==> config.mk <==
export PLATFORM = sky130hd
export DESIGN_NAME = mem_stage_ws
export DESIGN_NICKNAME = d
export VERILOG_FILES = /design/src/rtl/mips_pkg.sv /design/src/rtl/mem_stage_ws_data_ram.sv /design/src/rtl/mem_stage_ws.sv
export SDC_FILE = /design/constraint.sdc
export NUM_CORES = 2
export LEC_CHECK = 0
export ABC_AREA = 0
export ABC_CLOCK_PERIOD_IN_PS = 11300
export CORE_ASPECT_RATIO = 0.6
export CORE_UTILIZATION = 25
export CTS_CLUSTER_SIZE = 16
export DETAILED_ROUTE_END_ITERATION = 6
export GPL_TIMING_DRIVEN = 0
export PLACE_DENSITY_LB_ADDON = 0.25
export SKIP_CTS_REPAIR_TIMING = 1
export SYNTH_ARGS = -nofsm -noshare
export SYNTH_HDL_FRONTEND = slang
export SYNTH_HIERARCHICAL = 1
export SYNTH_SLANG_ARGS = --single-unit
==> constraint.sdc <==
create_clock -name clk -period 11.3 [get_ports clk]
set_clock_uncertainty 0.05 [all_clocks]
set_input_delay 1.695 -clock clk [delete_from_list [all_inputs] [get_ports clk]]
set_output_delay 1.695 -clock clk [all_outputs]
set_load 0.02 [all_outputs]
==> src/rtl/mips_pkg.sv <==
// Shared MIPS pipeline types: default widths and the MEM-stage FSM state.
package mips_pkg;

  localparam int unsigned DW_DEF = 16;
  localparam int unsigned RW_DEF = 3;
  localparam int unsigned CNT_W  = 4;

  typedef enum logic {
    IDLE = 1'b0,
    BUSY = 1'b1
  } mem_state_t;

endpackage

==> src/rtl/mem_stage_ws_data_ram.sv <==
// Data RAM for the MEM stage: synchronous write, asynchronous read, no reset.
module data_ram #(
  parameter int unsigned DW = 16,
  parameter int unsigned AW = 8
) (
  input  logic          clk,
  input  logic          we,
  input  logic [AW-1:0] addr,
  input  logic [DW-1:0] wdata,
  output logic [DW-1:0] rdata
);

  localparam int unsigned DEPTH = 1 << AW;

  logic [DW-1:0] mem [DEPTH];

  // Single write port, written on the rising edge
  always_ff @(posedge clk) begin
    if (we) mem[addr] <= wdata;
  end

  assign rdata = mem[addr];

endmodule

==> src/rtl/mem_stage_ws.sv <==
// MEM pipeline stage with wait states: multi-cycle loads/stores stall EX and
// feed bubbles to WB until the access completes.
module mem_stage_ws
  import mips_pkg::*;
#(
  parameter int unsigned DW      = DW_DEF,
  parameter int unsigned AW      = 8,
  parameter int unsigned RW      = RW_DEF,
  parameter int unsigned ACC_LAT = 2
) (
  input  logic          clk,
  input  logic          rst,
  input  logic          ex_valid,
  input  logic [DW-1:0] ex_alu_res,
  input  logic [DW-1:0] ex_store_data,
  input  logic [RW-1:0] ex_op_dest,
  input  logic          ex_mem_read,
  input  logic          ex_mem_write,
  input  logic          ex_wb_mux,
  input  logic          ex_wb_en,
  input  logic          flush,
  output logic          mem_stall,
  output logic          mem_valid,
  output logic          mem_wb_mux,
  output logic          mem_wb_en,
  output logic [RW-1:0] mem_op_dest,
  output logic [DW-1:0] mem_alu_res,
  output logic [DW-1:0] mem_mem_data
);

  // Counter preload on entering BUSY; unused when ACC_LAT is 0
  localparam logic [CNT_W-1:0] LAT_M1 = CNT_W'(ACC_LAT - 1);

  mem_state_t       state, state_n;
  logic [CNT_W-1:0] cnt, cnt_n;
  logic             done;
  logic             mem_op;
  logic             ram_we;
  logic [DW-1:0]    ram_rdata;

  assign mem_op = ex_valid & (ex_mem_read | ex_mem_write);
  assign ram_we = done & mem_op & ex_mem_write;

  data_ram #(.DW(DW), .AW(AW)) u_ram (
    .clk   (clk),
    .we    (ram_we),
    .addr  (ex_alu_res[AW-1:0]),
    .wdata (ex_store_data),
    .rdata (ram_rdata)
  );

  // Next-state, counter and stall; done marks the cycle MEM/WB takes a real op
  always_comb begin
    state_n   = state;
    cnt_n     = cnt;
    mem_stall = 1'b0;
    done      = 1'b0;
    case (state)
      IDLE: begin
        if (mem_op && (ACC_LAT != 0)) begin
          mem_stall = 1'b1;
          state_n   = BUSY;
          cnt_n     = LAT_M1;
        end else begin
          done = 1'b1;
        end
      end
      BUSY: begin
        if (cnt != '0) begin
          mem_stall = 1'b1;
          cnt_n     = cnt - CNT_W'(1);
        end else begin
          done    = 1'b1;
          state_n = IDLE;
        end
      end
      default: state_n = IDLE;
    endcase
    // Flush and reset abandon any access: no stall, no write, bubble next
    if (flush || rst) begin
      mem_stall = 1'b0;
      done      = 1'b0;
      state_n   = IDLE;
      cnt_n     = '0;
    end
  end

  // FSM state, wait counter and MEM/WB pipeline register
  always_ff @(posedge clk) begin
    if (rst) begin
      state        <= IDLE;
      cnt          <= '0;
      mem_valid    <= 1'b0;
      mem_wb_mux   <= 1'b0;
      mem_wb_en    <= 1'b0;
      mem_op_dest  <= '0;
      mem_alu_res  <= '0;
      mem_mem_data <= '0;
    end else begin
      state        <= state_n;
      cnt          <= cnt_n;
      mem_valid    <= done & ex_valid;
      mem_wb_en    <= done & ex_valid & ex_wb_en;
      mem_wb_mux   <= ex_wb_mux;
      mem_op_dest  <= ex_op_dest;
      mem_alu_res  <= ex_alu_res;
      if (done && mem_op && !ex_mem_write) mem_mem_data <= ram_rdata;
    end
  end

endmodule

Yosys cells after proc, flatten, opt, wreduce, memory -nomap -nowiden:

Memories as Yosys holds them, arrays and structs flattened. A register that Yosys moved wholly into a read port is not among the register bits.
Index checks and enable logic that the tools add are counted.

* register bits: 27
* latch bits: 0
* bits in writable memories: 4096
* ROM bits: 0
* input port bits: 43
* logic and storage cells: 38
* memories: 1

* add/sub/neg operators: 1
* $mul: 0
* divide/modulo/power cells: 0
* $lt $le $gt $ge: 0
* equality and inequality tests: 2
* shift-type cells: 0
* muxes and demuxes: 13
* bitwise gates (word level): 7
* reduce and logical (&&, ||, !) cells: 7

Memory list
* u_ram.mem: words 256, bits a word 16, read ports 1, clocked after Yosys merged registers in 1, write ports 1, line mem_stage_ws_data_ram.sv:15 `logic [DW-1:0] mem [DEPTH];`

Operator list (count)
* 1-bit two-way mux: 8
* 4-bit two-way mux: 2
* 4-bit one-hot mux with 2 select lines: 1
* 1-bit AND: 5
* 1-bit one-hot mux with 2 select lines: 2
* 4-bit nonzero test: 1
* 4-bit by 1-bit subtractor with 4-bit output, second input constant: 1
* 1-bit logical AND: 2
* 2-bit by 1-bit inequality test with 1-bit output, second input constant: 1
* 2-bit inequality test, second input constant: 1
* 2-bit AND reduction: 1
* 2-bit OR reduction: 1
* 1-bit zero test: 1
* 1-bit logical OR: 1
* 1-bit NOT: 1
* 1-bit OR: 1

Depth between registers and ports, before layout:

* depth after elaboration: 9
* depth in mapped cells: 11
* mapped depth without buffers: 9

Modules after synthesis:

The synthesis kept the hierarchy.

Modules (own cells, without submodules)
* data_ram: instances 1, cells each 6711, area each 155078.7 sq um, seq. area each 122998.0 sq um
* mem_stage_ws: instances 1, cells each 143, area each 1599.0 sq um, seq. area each 860.8 sq um

Worst setup path before layout:

No wires, ideal clock.

* path kind: input to register
* from: input port rst
* to: memory u_ram.mem[155][0] (enable)
* library setup time: 0.409 ns
* arrival time: 4.178 ns
* slack: 6.663 ns
* stages on the path: 7
* buffers on the path: 2
* path through: nor2_1 o21a_1 and4_1 buf_1 nand3_1 clkbuf_1 nor3_1

* word-level cells in the longest chain between the ends: 6

Ends and longest elaborated chain
* from (decl): line mem_stage_ws.sv:12 `input logic rst,`
* 1-bit logical OR: line mem_stage_ws.sv:80 `if (flush || rst) begin`
* 1-bit two-way mux: line mem_stage_ws.sv:80
* 1-bit AND (2 in a row): line mem_stage_ws.sv:42 `assign ram_we = done & mem_op & ex_mem_write;`
* via ram_we: line mem_stage_ws.sv:38 `logic ram_we;`
* 1-bit two-way mux: line mem_stage_ws_data_ram.sv:19 `if (we) mem[addr] <= wdata;`
* 1-bit two-way mux (implied by the code): line mem_stage_ws_data_ram.sv:19
* to (decl): line mem_stage_ws_data_ram.sv:15

The timed path passes the listed nets, and every way through them passes these cells.

Worst setup path in the final report:

* from: input port ex_alu_res[3]
* to: memory u_ram.mem[44][5] (enable)

RTL lines
* from (decl): line mem_stage_ws.sv:14 `input logic [DW-1:0] ex_alu_res,`

Straight into the memory's write port.

==> qor.csv <==
stage,metric,value,unit
pwr,p_leak,55.3,nW
synth,synth_top_area_share,0.785,
global_routing,grt_pass1_vias,78100,
synth,synth-edff-count,4096,
min_path,hp-class,register to register,
clocking,clock_path_buffers,4,
setup_path,slowest_stage,clkbuf_1,
synth,ys_top_cells_by_count,"edfxtp_1 (4096), mux4_2 (1024), a22oi_1 (512)",
clocking,root_buffer,clkbuf_16,
placed_design,dpl-instance-area,174000,um^2
route,vias,81200,
route,final_antenna_net_count,0,
synth,synth-seq-cells,4139,
layout,syn_to_final_growth,19.2,%
layout,multi_input_area,31700,um^2
synth,syn_area,157000,um^2
global_routing,grt_pass1_wl,709,mm
sta,slew_viol_final,76,
floorplan,rows,224,
synth,synth.avg_cell_area,22.9,um^2
placed_design,io_buffers,81,
sta,fin_hold_ws,0.428,ns
global_routing,grt_overflow,0,
route,routed_wl,533,mm
sta,fin_crit_sh,0.719,
synth,synth_top_area_cell,edfxtp_1,
floorplan,fp.dieW,1.02,mm
clocking,cts_inserted_buffers,378,
global_routing,track_usage,0.164,
sta,tightest_slew,1.98,ns
global_routing,grt_max_degree,127,
status,status,"finished, violations left",
setup_path,worstPathCellList,"clkdlybuf4s50_1, clkbuf_1, and2_1, clkbuf_1, clkbuf_1, clkbuf_1, nand3_1, clkbuf_4, nor2_2",
setup_path,cpMostUsedCell,clkbuf_1,
setup_path,cp.required,11.83,ns
clocking,clock-sinks,4139,
sta,setup_viol,0,
sta,fin_crit,8.12,ns
setup_path,crit_family,buffers and inverters,
synth,synth_seq_area_share,0.791,
setup_path,cp-start-kind,primary input,
synth,synth_cell_type_count,37,
setup_path,arrival,8.65,ns
layout,instances_no_fill,16300,
layout,layout-drive-gt1-share,0.299,
floorplan,design.core.area,622000,um^2
pwr,powerDensity,170,nW/um^2
synth,syn_inst,6854,
route,route.detailed.drc,20,
sta,hold_viol,0,
sta,fmax,123,MHz
clocking,clock_latency,0.95,ns
setup_path,path_max_fanout,16,
synth,synth_nets,6899,
global_routing,grt_antenna_before_repair,58,
synth,synth_most_common_cell,edfxtp_1,
route,wl_per_cell,32.8,um
synth,async_flop_share,0,
layout,nets,7691,
sta,rsz0062_at_grt,no,
pwr,peakVddDrop,0.131,mV
placed_design,gp_congestion,0.933,
setup_path,critPathCaptureType,register,
layout,utilization,0.300,
floorplan,io_pins,82,
layout,fin_area,187000,um^2
route,viasPerCell,4.99,
job,cap_violations,24,
layout,ff_latch_area,124000,um^2
layout,fillers,59800,
synth,yosys_warnings,6,
placed_design,hpwl,370,mm
status,violations,"DRC, capacitance limit, slew limit",
route,drt_iter0_drc,12900,
clocking,cts_tree,built,
setup_path,path_class,primary input to register,
sta,worst_slack,3.18,ns
setup_path,critPathBufInv,6,
clocking,htreeDepth,5,
floorplan,initial_core_util,0.252,
synth,yosys-top-cells-area,"edfxtp_1 (79%), mux4_2 (15%), a22oi_1 (2.5%)",
synth,synth_flop_cell,edfxtp_1,
placed_design,place_inst,15500,
setup_path,cpPeakStageDelay,1.14,ns
route,drtPass1Iterations,7,
floorplan,dieHeight,615,um
sta,slew_headroom,-0.323,
clocking,clk_pin_slew,0.07,ns
placed_design,post-place-ws,2.38,ns
floorplan,dieArea,630000,um^2
[cells by family after synthesis]
kind of cell / synth area share
multiplexers: 0.148
AND/OR/NAND/NOR: 0.0117
flip-flops: 0.791
adder cells (fa/ha/maj): 0.000160
AO/OA/AOI/OAI: 0.0367
buffers and inverters: 0.0125
[layout by cell type, fill, tap and decap left out, drive strengths merged, types with 3 or more instances in the layout]
| master | instances |
|---|---|
| edfxtp | 4096 |
| mux4 | 1024 |
| clkbuf | 718 |
| buf | 519 |
| a22oi | 512 |
| a21oi | 256 |
| nor2 | 235 |
| clkinv | 166 |
| clkdlybuf4s50 | 65 |
| o41ai | 64 |
| diode | 45 |
| dfxtp | 43 |
| bufinv | 35 |
| nor2b | 34 |
| nor3 | 30 |
| nand2b | 28 |
| nand2 | 28 |
| clkinvlp | 21 |
| inv | 18 |
| nand4 | 17 |
| nand3 | 13 |
| mux2i | 11 |
| mux2 | 6 |
| a21boi | 4 |
| and4 | 3 |
| or2 | 3 |
| and2 | 3 |
| nor4b | 3 |
[through the flow]
stage | setup TNS [ns] | power [mW]
finish | 0 | 31.7
global placement | -4107.57 | 19.1
floorplan | 0 | 17.9
detailed placement | 0 | 18.9
CTS | 0 | 31.9
global route | 0 | 32.5
[area by class of cell]
cell class / instances / share of cell area
flip-flops and latches: 4139 / 0.663
clock buffers: 464 / 0.0531
repair buffers: 412 / 0.0343
clock inverters: 236 / 0.0124
diodes: 45 / 0.000603
inverters: 4 / 0.0000804
multi-input cells: 2285 / 0.170
plain buffers: 426 / 0.0107
well taps: 8249 / 0.0553
[state kept, by name, indices dropped and copies added, names as in the netlist]
| signal | cells |
|---|---|
| cnt | 4 |
| mem_alu_res | 16 |
| mem_mem_data | 16 |
| mem_op_dest | 3 |
| mem_valid | 1 |
| mem_wb_en | 1 |
| mem_wb_mux | 1 |
| state | 1 |
| u_ram/mem | 4096 |
[path summary, 6_finish.rpt]
kind / cells after the start / slack [ns] / from / to
worst min register to register: 2 / 0.43 / mem_mem_data[12] / mem_mem_data[12]
worst max register to register: 11 / 5.76 / cnt[0] / u_ram/mem[240][3]
worst max-delay path: 9 / 3.18 / ex_alu_res[3] / u_ram/mem[44][5]
worst min-delay path: 2 / 0.43 / mem_mem_data[12] / mem_mem_data[12]
[per-layer routing]
metal	GRT usage	vias to the layer above	wire length, um
li1	-	31200	-
met4	0.0359	14	13000
met5	0.00423	-	531
met2	0.209	4399	204000
met3	0.0707	695	74800
met1	0.250	44900	241000
[power breakdown]
group / leakage, nW / internal, mW / switching [mW] / total, mW
Sequential: 37.1 / 16.9 / 0.00200 / 16.9
Combinational: 12.2 / 0.513 / 1.25 / 1.76
Clock: 5.94 / 7.09 / 5.95 / 13.0
Total: 55.3 / 24.5 / 7.20 / 31.7
[tightest hold or removal path, cell delays in order (launching register included)]
cell and delay [ns]:
dfxtp_1 0.31, nand2b_1 0.06, mux2i_1 0.06
(Power assumes the default switching activity.)
